## config.mk

```make
export PLATFORM = sky130hd
export DESIGN_NAME = circ_ptr_fifo_gen
export DESIGN_NICKNAME = d
export VERILOG_FILES = /design/src/rtl/fifo_pkg.sv /design/src/rtl/circ_ptr_wrap.sv /design/src/rtl/circ_ptr_fifo_gen.sv
export SDC_FILE = /design/constraint.sdc
export NUM_CORES = 1
export LEC_CHECK = 0
export CAP_MARGIN = 5
export CORE_UTILIZATION = 58
export CTS_CLUSTER_SIZE = 8
export DETAILED_ROUTE_END_ITERATION = 7
export HOLD_SLACK_MARGIN = 0.05
export PLACE_DENSITY = 0.85
export SLEW_MARGIN = 40
export SYNTH_ARGS = -nofsm -noshare
export SYNTH_HDL_FRONTEND = slang
export SYNTH_SLANG_ARGS = --single-unit
```

## constraint.sdc

```tcl
create_clock -name clk -period 3.6 [get_ports clk]
set_clock_uncertainty 0.2 [all_clocks]
set_input_delay 1.08 -clock clk [delete_from_list [all_inputs] [get_ports clk]]
set_output_delay 1.08 -clock clk [all_outputs]
set_load 0.01 [all_outputs]
```

## src/rtl/fifo_pkg.sv

```systemverilog
// Shared sizing helpers, parameter sanity checks and operation encoding
// for the circular-pointer FIFO family.
package fifo_pkg;

   // Pointer width never collapses to zero bits, even for tiny depths.
   function automatic int clog2_min1(input int n);
      return (n < 2) ? 1 : $clog2(n);
   endfunction

   function automatic int cnt_width(input int depth);
      return $clog2(depth + 1);
   endfunction

   function automatic bit cfg_ok(input int depth, input int af_thresh, input int ae_thresh);
      return (depth >= 2) && (af_thresh >= 1) && (af_thresh <= depth) &&
             (ae_thresh >= 0) && (ae_thresh <= depth - 1);
   endfunction

   // Encoded as {push_ok, pop_ok} so the accept pair casts straight in.
   typedef enum logic [1:0] {
      OP_IDLE = 2'b00,
      OP_POP  = 2'b01,
      OP_PUSH = 2'b10,
      OP_BOTH = 2'b11
   } op_e;

endpackage

```

## src/rtl/circ_ptr_wrap.sv

```systemverilog
// Pointer register that advances on inc and wraps from DEPTH-1 back to 0,
// so values >= DEPTH are never produced for non-power-of-two depths.
module circ_ptr_wrap
   import fifo_pkg::*;
#(
   parameter  int DEPTH = 5,
   localparam int PW    = clog2_min1(DEPTH)
) (
   input  logic          clk,
   input  logic          rst_n,
   input  logic          inc,
   output logic [PW-1:0] ptr
);

   localparam logic [PW-1:0] LAST = PW'(DEPTH - 1);

   logic [PW-1:0] ptr_q, ptr_d;

   always_comb begin
      // NOTE: default assignment first so every path drives ptr_d and no latch is inferred.
      ptr_d = ptr_q;
      if (inc) begin
         ptr_d = (ptr_q == LAST) ? '0 : ptr_q + PW'(1);
      end
   end

   // NOTE: sequential state uses non-blocking assignments only, avoiding order-dependent races.
   always_ff @(posedge clk or negedge rst_n) begin
      if (!rst_n) begin
         ptr_q <= '0;
      end else begin
         ptr_q <= ptr_d;
      end
   end

   assign ptr = ptr_q;

endmodule

```

## src/rtl/circ_ptr_fifo_gen.sv

```systemverilog
// Circular-pointer FIFO for any DEPTH >= 2 with occupancy count, threshold
// flags, sticky overflow/underflow and FWFT or registered read.
module circ_ptr_fifo_gen
   import fifo_pkg::*;
#(
   parameter  int WIDTH     = 8,
   parameter  int DEPTH     = 5,
   parameter  int FWFT      = 1,
   parameter  int AF_THRESH = DEPTH - 1,
   parameter  int AE_THRESH = 1,
   localparam int PW        = clog2_min1(DEPTH),
   localparam int CW        = cnt_width(DEPTH)
) (
   input  logic             clk,
   input  logic             rst_n,
   input  logic             push,
   input  logic [WIDTH-1:0] data_in,
   input  logic             pop,
   input  logic             clr_err,
   output logic [WIDTH-1:0] data_out,
   output logic             data_out_vld,
   output logic             empty,
   output logic             full,
   output logic             almost_empty,
   output logic             almost_full,
   output logic [CW-1:0]    count,
   output logic             overflow,
   output logic             underflow
);

   if (!cfg_ok(DEPTH, AF_THRESH, AE_THRESH)) begin : g_cfg_err
      $error("circ_ptr_fifo_gen: DEPTH must be >= 2 and thresholds within range");
   end

   localparam logic [CW-1:0] DEPTH_C = CW'(DEPTH);
   localparam logic [CW-1:0] AF_C    = CW'(AF_THRESH);
   localparam logic [CW-1:0] AE_C    = CW'(AE_THRESH);

   logic [PW-1:0]    wr_ptr, rd_ptr;
   logic [CW-1:0]    count_q, count_d;
   logic             overflow_q, overflow_d;
   logic             underflow_q, underflow_d;
   logic             push_ok, pop_ok;
   op_e              op;
   logic [WIDTH-1:0] mem_q [0:DEPTH-1];

   assign empty        = (count_q == '0);
   assign full         = (count_q == DEPTH_C);
   assign almost_empty = (count_q <= AE_C);
   assign almost_full  = (count_q >= AF_C);
   assign count        = count_q;
   assign overflow     = overflow_q;
   assign underflow    = underflow_q;

   // Accept decisions look only at pre-edge state: a push at full is refused even alongside a pop.
   assign push_ok = push & ~full;
   assign pop_ok  = pop & ~empty;
   assign op      = op_e'({push_ok, pop_ok});

   circ_ptr_wrap #(.DEPTH(DEPTH)) u_wr_ptr (
      .clk   (clk),
      .rst_n (rst_n),
      .inc   (push_ok),
      .ptr   (wr_ptr)
   );

   circ_ptr_wrap #(.DEPTH(DEPTH)) u_rd_ptr (
      .clk   (clk),
      .rst_n (rst_n),
      .inc   (pop_ok),
      .ptr   (rd_ptr)
   );

   always_comb begin
      count_d = count_q;
      unique case (op)
         OP_PUSH: count_d = count_q + CW'(1);
         OP_POP:  count_d = count_q - CW'(1);
         default: count_d = count_q;
      endcase
      // A same-cycle error event wins over the clear.
      overflow_d  = (overflow_q  & ~clr_err) | (push & full);
      underflow_d = (underflow_q & ~clr_err) | (pop & empty);
   end

   always_ff @(posedge clk or negedge rst_n) begin
      if (!rst_n) begin
         count_q     <= '0;
         overflow_q  <= 1'b0;
         underflow_q <= 1'b0;
      end else begin
         count_q     <= count_d;
         overflow_q  <= overflow_d;
         underflow_q <= underflow_d;
      end
   end

   // NOTE: storage is deliberately not reset; the count/empty logic guarantees stale words are never presented as valid.
   always_ff @(posedge clk) begin
      if (push_ok) begin
         mem_q[wr_ptr] <= data_in;
      end
   end

   if (FWFT != 0) begin : g_fwft
      // Head word shows combinationally; forced to zero while empty so reset reads back 0.
      assign data_out     = empty ? '0 : mem_q[rd_ptr];
      assign data_out_vld = ~empty;
   end else begin : g_reg_read
      logic [WIDTH-1:0] dout_q;
      logic             vld_q;

      always_ff @(posedge clk or negedge rst_n) begin
         if (!rst_n) begin
            dout_q <= '0;
            vld_q  <= 1'b0;
         end else begin
            vld_q <= pop_ok;
            if (pop_ok) begin
               dout_q <= mem_q[rd_ptr];
            end
         end
      end

      assign data_out     = dout_q;
      assign data_out_vld = vld_q;
   end

endmodule

```

### Word-level counts from Yosys, hierarchy flattened

Memory sizes are Yosys's and may differ from the RTL's.
Index checks and enable logic that the tools add are counted.
Widths: inputs -> output; s select.

| word-level totals | value |
|---|---|
| flip-flop bits (word level) | 11 |
| RAM bits | 40 |
| bits of input ports | 13 |
| word-level logic and storage cells | 36 |
| memories kept | 1 |

| operators by class | value |
|---|---|
| add/subtract/negate cells | 4 |
| magnitude comparators | 2 |
| equality and inequality tests | 5 |
| mux-type cells | 6 |
| bitwise gates (word level) | 11 |
| reduce and logical (&&, ||, !) cells | 2 |

Memories:

| name | words | width | read ports | clocked after Yosys merged registers in | wr ports | RTL line | source |
|---|---|---|---|---|---|---|---|
| mem_q | 5 | 8 | 1 | 0 | 1 | circ_ptr_fifo_gen.sv:45 | `logic [WIDTH-1:0] mem_q [0:DEPTH-1];` |

Operators with widths:

| kind | count |
|---|---|
| $add 3x1->3 const B | 3 |
| $eq 3x3->1 const B | 3 |
| $mux 8 | 1 |
| $and 1x1->1 | 6 |
| $mux 3 | 2 |
| $pmux 3 s2 | 1 |
| $ge 3x3->1 const B | 1 |
| $le 3x1->1 const B | 1 |
| $logic_not 3->1 | 1 |
| $not 1->1 | 3 |
| $sub 3x1->3 const B | 1 |
| $eq 2x1->1 const B | 1 |
| $eq 2x2->1 const B | 1 |
| $mux 1 | 2 |
| $or 1x1->1 | 2 |
| $reduce_bool 2->1 | 1 |

### Longest topological paths before layout

Gate-level depths: netlist (run 1).

| logic depth | value |
|---|---|
| depth in word-level cells | 5 |
| gate-level depth with buffers | 9 |
| depth with buffers taken out | 9 |

### Modules after synthesis

From an unflattened synthesis (run 1), not the netlist that was laid out.

| second synthesis, totals | value |
|---|---|
| cell total of the unflattened synthesis | 152 |
| area total of the unflattened synthesis | 2,195.9 µm² |

Modules (own cells, without submodules):

| module | times used | cells each | area an instance (µm²) | sequential area each (µm²) |
|---|---|---|---|---|
| circ_ptr_fifo_gen | 1 | 120 | 1,873.0 | 1,326.3 |
| circ_ptr_wrap | 2 | 16 | 161.4 | 75.1 |

### Worst setup path before layout (run 1)

OpenSTA, ideal clock, no wires.

| timing | value |
|---|---|
| path type | register -> output |
| start | register count_q[0], in the netlist count[0] |
| end | output data_out[0] |
| data arrival time | 1.637 ns |
| path slack | 0.683 ns |
| stages on the path, launching flop included | 8 |
| path through | dfrtp_1 -> inv_1 -> ha_1 -> or2b_2 -> inv_2 -> or3_1 -> buf_6 -> o221ai_2 |

| between the ends | value |
|---|---|
| cells in the longest elaborated chain, start to end | 2 |

RTL lines:

| what | RTL line | source |
|---|---|---|
| start: declaration | circ_ptr_fifo_gen.sv:40 | `logic [CW-1:0] count_q, count_d;` |
| start signal: assignment | circ_ptr_fifo_gen.sv:92 | `count_q <= count_d;` |
| $logic_not 3->1 | circ_ptr_fifo_gen.sv:47 | `assign empty = (count_q == '0);` |
| named net empty | circ_ptr_fifo_gen.sv:22 | `output logic empty,` |
| $mux 8 | circ_ptr_fifo_gen.sv:107 | `assign data_out = empty ? '0 : mem_q[rd_ptr];` |
| end: declaration | circ_ptr_fifo_gen.sv:20 | `output logic [WIDTH-1:0] data_out,` |

The timed path passes the listed nets, and every way through them passes these cells.

### Final worst setup path (run 1)

| timing | value |
|---|---|
| start | register count_q[1], in the netlist count[1] |
| end | output data_out[5] |

| between the ends | value |
|---|---|
| cells in the longest elaborated chain, start to end | 2 |

RTL lines:

| what | RTL line |
|---|---|
| $logic_not 3->1 | circ_ptr_fifo_gen.sv:47 |
| $mux 8 | circ_ptr_fifo_gen.sv:107 |

Every way passes these cells.

==> impl_metrics.yaml, run 1 <==
drt:
  route.antenna.remaining_nets: 0
  first_pass_iters: 4
  initialDrtViolationCount: 73
  wirelength_um: 4013
  drcViolationCount: 0
  route.vias.total: 1352
  route.detailed.wl_per_inst_um: 16.51
  vias_per_cell: 5.564
floorplan:
  die_w_um: 64.02
  boundaryPins: 31
  die-area_um2: 4099
  core_region_area_um2: 3689
  placement_rows: 22
  start_util: 0.6048
  die_extent_in_y_um: 64.02
synth:
  synth.yosys.seq_area_share: 0.6618
  syn_area_um2: 2231
  postSynthNetCount: 170
  synthArstFlopShare: 0.2157
  synth-adder-area-share: 0.05048
  largest_family_of_logic_cells_by_synthesized_area: "compound AO/OA/AOI/OAI gates"
  syn_inst: 148
  synth-xor-area-share: 0.01178
  compound_gate_fraction_of_synth_area: 0.08805
  synthesis.yosys.warnings: 0
  synth.area.mux_share: 0.08637
  synth_seq_cells: 51
  synth-main-ff-cell: "sky130_fd_sc_hd__edfxtp_1"
  syn_area_per_cell_um2: 15.07
  count_of_flip_flops_with_a_built_in_enable_after_synthesis: 40
  area_share_of_and_or_nand_nor_cells_after_synthesis: 0.06450
  number_of_unique_standard_cell_types_used_by_synthesis: 28
power_and_ir_drop:
  logic_pwr_share: 0.481
  total_power_mw: 2.391
  netSwitchingFraction: 0.3428
  power.density_cell_area_nw_per_um2: 854.0
  power.internal_mw: 1.571
  p_leak_nw: 1.099
  irDropWorstVdd_uv: 479.9
  power.share.clock: 0.164
  seqPwrFrac: 0.355
  power.switching_uw: 819.8
clock_network:
  cts.clk_slew.worst_paths_ns: 0.09
  clock_insertion_delay_worst_skew_ns: 0.30
  cts_buffer_depth: 2
  tritoncts: "done"
  number_of_clock_buffers_inserted_by_tritoncts: 5
  cts.root.buffer_cell: "sky130_fd_sc_hd__clkbuf_8"
  clock_sinks: 51
  postCtsHoldBufs: 0
  htree_levels: 2
min_path:
  hp-class: "flip-flop to flip-flop"
final_layout:
  final_layout_size_suffix_gt1_frac: 0.2000
  layout.cells.non_filler: 243
  area_delta_synth_final_pct: 25.52
  layout.core_utilization: 0.7592
  n_antenna_cell: 0
  finish.instance_area_um2: 2800
  fillerInstances: 236
  fin_nets: 216
sta:
  finalWorstPathRequiredPeriod_ns: 3.508
  final_count_of_pins_violating_max_slew: 0
  hold_viol: 0
  max_slew.worst_pin.slew_ns: 0.5529
  relSlewSlack: 0.6302
  layout_worst_path_cycle_share: 0.9745
  setup_viol_count_final: 0
  achievable-frequency_mhz: 285.0
worst_setup_path:
  cpPeakStageDelay_ns: 0.44
  top_family_by_delay_on_critical_path: "simple AND/OR/NAND/NOR gates"
  critical_path.max_fanout: 5
  worstPathRequired_ns: 2.32
  worstSetupPathType: "flip-flop to output port"
  cp_data_arrival_time_ns: 2.23
  path_cells: "inv_1, ha_1, or2b_2, inv_2, or3_4, buf_12, o221ai_2, clkdlybuf4s15_1"
  timing.critical_path.to_type: "output port"
  worst_path_max_delay_cell: "sky130_fd_sc_hd__or3_4"
  start_kind: "flip-flop"
  path_buf_inv: 4
run:
  timing.max_cap.violations: 0
placement:
  place.detailed.hpwl_um: 2651
  place.port_buffers: 30
  dpl.cell_count: 227
  cell_area_after_placement_um2: 2610
  place_congestion: 0.7215
outcome:
  status: "completed"
global_route:
  grt_start_max_net_pins: 20
  antenna_found_initial: 0
  globalRouteOverflowTotal: 0
  grt_first_pass_wirelength_um: 6216
  grt_pass1_vias: 1271
  all_layer_gr_usage: 0.2169
state kept, by name, summed over array words and instances, names as in the netlist:
signal / count
u_rd_ptr.ptr: 3
underflow: 1
count: 3
overflow: 1
u_wr_ptr.ptr: 3
mem_q: 40
final timing paths:
kind | endpoint | slack [ns] | cells after the start | from
max | data_out[5] | 0.09 | 8 | count[1]$_DFFE_PN0P_
min | underflow$_DFF_PN0_ | 0.32 | 1 | underflow$_DFF_PN0_
max reg2reg | count[2]$_DFFE_PN0P_ | 1.30 | 9 | count[1]$_DFFE_PN0P_
min reg2reg | underflow$_DFF_PN0_ | 0.32 | 1 | underflow$_DFF_PN0_
max in group asynchronous | count[2]$_DFFE_PN0P_ | 1.91 | 1 | rst_n
min in group asynchronous | u_rd_ptr.ptr[1]$_DFFE_PN0P_ | 0.93 | 1 | rst_n
synthesized netlist by cell type (3+ instances only):
library cell / count / area, um2
sky130_fd_sc_hd__nor3_1: 4 / 20.02
sky130_fd_sc_hd__nand2_1: 3 / 11.26
sky130_fd_sc_hd__a22o_1: 3 / 26.28
sky130_fd_sc_hd__o21ai_0: 5 / 25.02
sky130_fd_sc_hd__nand3_1: 11 / 55.05
sky130_fd_sc_hd__mux2i_1: 17 / 170.2
sky130_fd_sc_hd__ha_1: 9 / 112.6
sky130_fd_sc_hd__buf_2: 3 / 15.01
sky130_fd_sc_hd__inv_1: 10 / 37.54
sky130_fd_sc_hd__nor2_1: 4 / 15.01
sky130_fd_sc_hd__dfrtp_1: 11 / 275.3
sky130_fd_sc_hd__edfxtp_1: 40 / 1201
sky130_fd_sc_hd__o221ai_2: 8 / 120.1
worst register-to-register path: cells and delay by family (launching register included):
kind | cells | cell delay [ns]
adder cells (fa/ha/maj) | 2 | 0.47
buffers and inverters | 3 | 0.39
AND/OR/NAND/NOR | 3 | 0.60
flip-flops | 1 | 0.41
XOR/XNOR | 1 | 0.16
cells in the final DEF, fill, tap and decap left out, types with 4 or more instances in the layout:
| master | count |
|---|---|
| sky130_fd_sc_hd__dfrtp_1 | 11 |
| sky130_fd_sc_hd__clkdlybuf4s50_1 | 22 |
| sky130_fd_sc_hd__nor3_1 | 4 |
| sky130_fd_sc_hd__buf_4 | 15 |
| sky130_fd_sc_hd__clkbuf_8 | 5 |
| sky130_fd_sc_hd__clkdlybuf4s15_1 | 5 |
| sky130_fd_sc_hd__edfxtp_1 | 40 |
| sky130_fd_sc_hd__nand3_1 | 11 |
| sky130_fd_sc_hd__nor2_1 | 4 |
| sky130_fd_sc_hd__inv_1 | 10 |
| sky130_fd_sc_hd__o221ai_2 | 8 |
| sky130_fd_sc_hd__o21ai_0 | 5 |
| sky130_fd_sc_hd__mux2i_1 | 17 |
| sky130_fd_sc_hd__ha_1 | 9 |
area by class of cell:
type	instances	area (um2)	area share
sequential	51	1476	0.5273
tap	48	60.06	0.02145
multi-input combinational	79	681.9	0.2435
clock inverter	3	46.29	0.01653
clock buffer	5	68.82	0.02458
timing repair buffer	46	425.4	0.1519
inverter	11	41.29	0.01475
per-layer routing:
layer  GRT usage  vias up  share of wire
met5           0        -              0
met4      0.1136        0          0.022
met3     0.05536       10          0.053
met2      0.3617       45           0.53
met1      0.2579      655           0.39
li1            -      642              -
cell families after synthesis:
| family | Yosys count |
|---|---|
| adders and majority gates | 9 |
| muxes | 19 |
| DFF | 51 |
| xor gates and xnor gates | 3 |
| AOI/OAI and AO/OA | 20 |
| buffers and inverters | 18 |
| and+or+nand+nor | 28 |
stage by stage:
stage | setup TNS, ns | hold slack, ns | setup WS (ns)
3_5_place_dp | 0 | 0.2998 | 0.04011
3_3_place_gp | 0 | 0.2870 | 0.08127
6_report | 0 | 0.3231 | 0.09171
5_1_grt | -0.03122 | 0.3503 | -0.01071
4_1_cts | 0 | 0.3259 | 0.06701
2_1_floorplan | 0 | 0.3152 | 0.6828
power by group through the flow:
| stage | registers [mW] | logic (mW) | clock network (mW) |
|---|---|---|---|
| floorplan | 0.864 | 0.643 | 0 |
| global placement | 0.852 | 1.04 | 0 |
| detailed placement | 0.860 | 1.07 | 0 |
| CTS | 0.849 | 1.09 | 0.399 |
| global route | 0.864 | 1.25 | 0.417 |
| finish | 0.848 | 1.15 | 0.393 |
timing repair:
item                       CTS  global route
setup buffers                5             3
pin swaps                    1             1
gates resized for setup     10             7
cloned                       0             0
hold endpoints to repair     0             0
setup endpoints to repair    8             3
Power figures use the tool's default switching activity.
==> run 2: changes to the inputs <==
Settings changed: ABC_AREA set to 0, PLACE_DENSITY 0.85 to 0.84.
==> run 2 against run 1 <==
Against the previous run:
- final area decreased by 2.8%
- largest cell class unchanged
- fmax increased by 2.2%
- combinational power decreased by 9.6%
- clock power about the same
- critical path type unchanged
- sequential cell count unchanged
- sequential power is 0.9% higher
- die area is the same
- worst setup slack gained 0.075 ns
- sequential share of layout area is 1.5 points higher
- largest power group unchanged
- cell count fell by 2.5%
==> impl_metrics.yaml, run 2 (synthesized netlist as in run 1, its figures left out) <==
final_layout:
  area_delta_synth_final_pct: 21.99
  layout_commonest_cell: "sky130_fd_sc_hd__edfxtp_1"
  final_layout_size_suffix_gt1_frac: 0.1958
  fillerInstances: 237
  fin_nets: 210
  max_flop_register: "mem_q"
  largest_register_ffs: 40
  most-common-layout-cells: "sky130_fd_sc_hd__edfxtp_1 (40), sky130_fd_sc_hd__clkdlybuf4s50_1 (22), sky130_fd_sc_hd__mux2i_1 (17)"
  layout.cells.non_filler: 237
  n_antenna_cell: 0
power_and_ir_drop:
  power.share.clock: 0.173
  power.density_cell_area_nw_per_um2: 842.9
  logic_pwr_share: 0.454
  seqPwrFrac: 0.373
  irDropWorstVdd_uv: 452.0
  netSwitchingFraction: 0.3534
  power.switching_uw: 810.7
  p_leak_nw: 1.067
  total_power_mw: 2.294
  power.internal_mw: 1.483
sta:
  final_count_of_pins_violating_max_slew: 0
  achievable-frequency_mhz: 291.3
  final.setup.tns_ns: 0
  layout_worst_path_cycle_share: 0.9536
  fin_worst_setup_slack_ns: 0.1672
  max_slew.worst_pin.slew_ns: 0.5141
  rsz0062_at_grt: "false"
  finalWorstPathRequiredPeriod_ns: 3.433
  relSlewSlack: 0.6562
  hold_viol: 0
  setup_viol_count_final: 0
  hold_ws_ns: 0.3146
clock_network:
  cts_buffer_depth: 2
  number_of_clock_buffers_inserted_by_tritoncts: 5
  tritoncts: "done"
  htree_levels: 2
  clock_insertion_delay_worst_skew_ns: 0.29
  cts.clk_slew.worst_paths_ns: 0.08
  clock_sinks: 51
  cts.root.buffer_cell: "sky130_fd_sc_hd__clkbuf_8"
min_path:
  hp-class: "flip-flop to flip-flop"
  hold_depth: 1
  hold_start: "overflow$_DFF_PN0_"
drt:
  wirelength_um: 4096
  first_pass_iters: 4
  highest_layer: "met4"
  route.detailed.wl_per_inst_um: 17.28
  routed_wire_length_on_met3_um: 165
  route.vias.total: 1325
  drcViolationCount: 0
  drt-met1-wl_um: 1695
  route.antenna.remaining_nets: 0
  vias_per_cell: 5.591
  initialDrtViolationCount: 122
  wl_met2_um: 2168
worst_setup_path:
  crit-reg2reg-launch: "count[1]$_DFFE_PN0P_"
  critical_path.max_fanout: 5
  cp_data_arrival_time_ns: 2.15
  worstSetupPathType: "flip-flop to output port"
  worstPathRequired_ns: 2.32
  r2r_depth: 10
  critical_path_origin: "count[1]$_DFFE_PN0P_"
  start_kind: "flip-flop"
  timing.critical_path.to_type: "output port"
floorplan:
  die-area_um2: 4099
  placement_rows: 22
  boundaryPins: 31
  die_w_um: 64.02
  die_extent_in_y_um: 64.02
  start_util: 0.6048
  core_region_area_um2: 3689
global_route:
  globalRouteOverflowTotal: 0
  grt_start_max_net_pins: 20
  grt_pass1_vias: 1311
  all_layer_gr_usage: 0.2292
  grt_first_pass_wirelength_um: 6706
  antenna_found_initial: 0
run:
  timing.max_cap.violations: 0
placement:
  place.port_buffers: 30
  place_congestion: 0.7554
  place.detailed.hpwl_um: 2694
  dpl.cell_count: 227
  dp_worst_setup_slack_ns: 0.08116
outcome:
  status: "completed"
run 2: cell types whose count changed in the layout (fill, tap and decap cells not counted), sizes merged:
cell | before | now
clkdlybuf4s15 | 5 | 0
dlygate4sd2 | 2 | 3
clkbuf | 6 | 10
buf | 16 | 10
run 2: through the flow:
step	instance area [um2]	util
2_1_floorplan	2231	-
3_3_place_gp	2610	0.7076
3_5_place_dp	2610	0.7076
4_1_cts	2740	0.7429
5_1_grt	2721	0.7378
6_report	2721	0.7378
run 2: cell type report:
class	instances	area, um2	area share
Sequential cell	51	1476	0.5425
Multi-Input combinational cell	79	681.9	0.2506
Timing Repair Buffer	40	346.6	0.1274
Clock buffer	5	68.82	0.02529
Tap cell	48	60.06	0.02207
Clock inverter	3	46.29	0.01701
Inverter	11	41.29	0.01517
run 2: critical path: stages, from the launching register on:
cell	delay, ns
sky130_fd_sc_hd__dfrtp_1	0.39
sky130_fd_sc_hd__inv_1	0.11
sky130_fd_sc_hd__ha_1	0.18
sky130_fd_sc_hd__or2b_2	0.17
sky130_fd_sc_hd__inv_2	0.05
sky130_fd_sc_hd__or3_4	0.43
sky130_fd_sc_hd__buf_4	0.18
sky130_fd_sc_hd__o221ai_2	0.18
sky130_fd_sc_hd__clkbuf_2	0.16
run 2: power by group through the flow:
stage,sequential (mW),clock (mW),combinational [mW]
finish,0.856,0.396,1.04
global route,0.872,0.425,1.14
CTS,0.856,0.400,1.06
detailed placement,0.868,0,1.07
global placement,0.858,0,1.04
floorplan,0.864,0,0.643
run 2: final timing paths:
kind | to | slack [ns]
worst max-delay path | data_out[0] | 0.17
worst min-delay path | overflow$_DFF_PN0_ | 0.31
worst max register to register | count[2]$_DFFE_PN0P_ | 1.21
worst min register to register | overflow$_DFF_PN0_ | 0.31
max in group asynchronous | overflow$_DFF_PN0_ | 1.94
min in group asynchronous | underflow$_DFF_PN0_ | 0.91
run 2: routing by layer:
metal	GRT usage	vias to the layer above
met4	0.08807	0
met2	0.3790	33
met5	0	-
li1	-	635
met1	0.2869	651
met3	0.06250	6
run 2: timing repair:
item | CTS | global route
cloned | 0 | 0
hold buffers | 0 | 0
endpoints found under the setup margin | 8 | 5
pin swaps | 1 | 0
gates resized for setup | 10 | 10
buffers inserted | 2 | 0
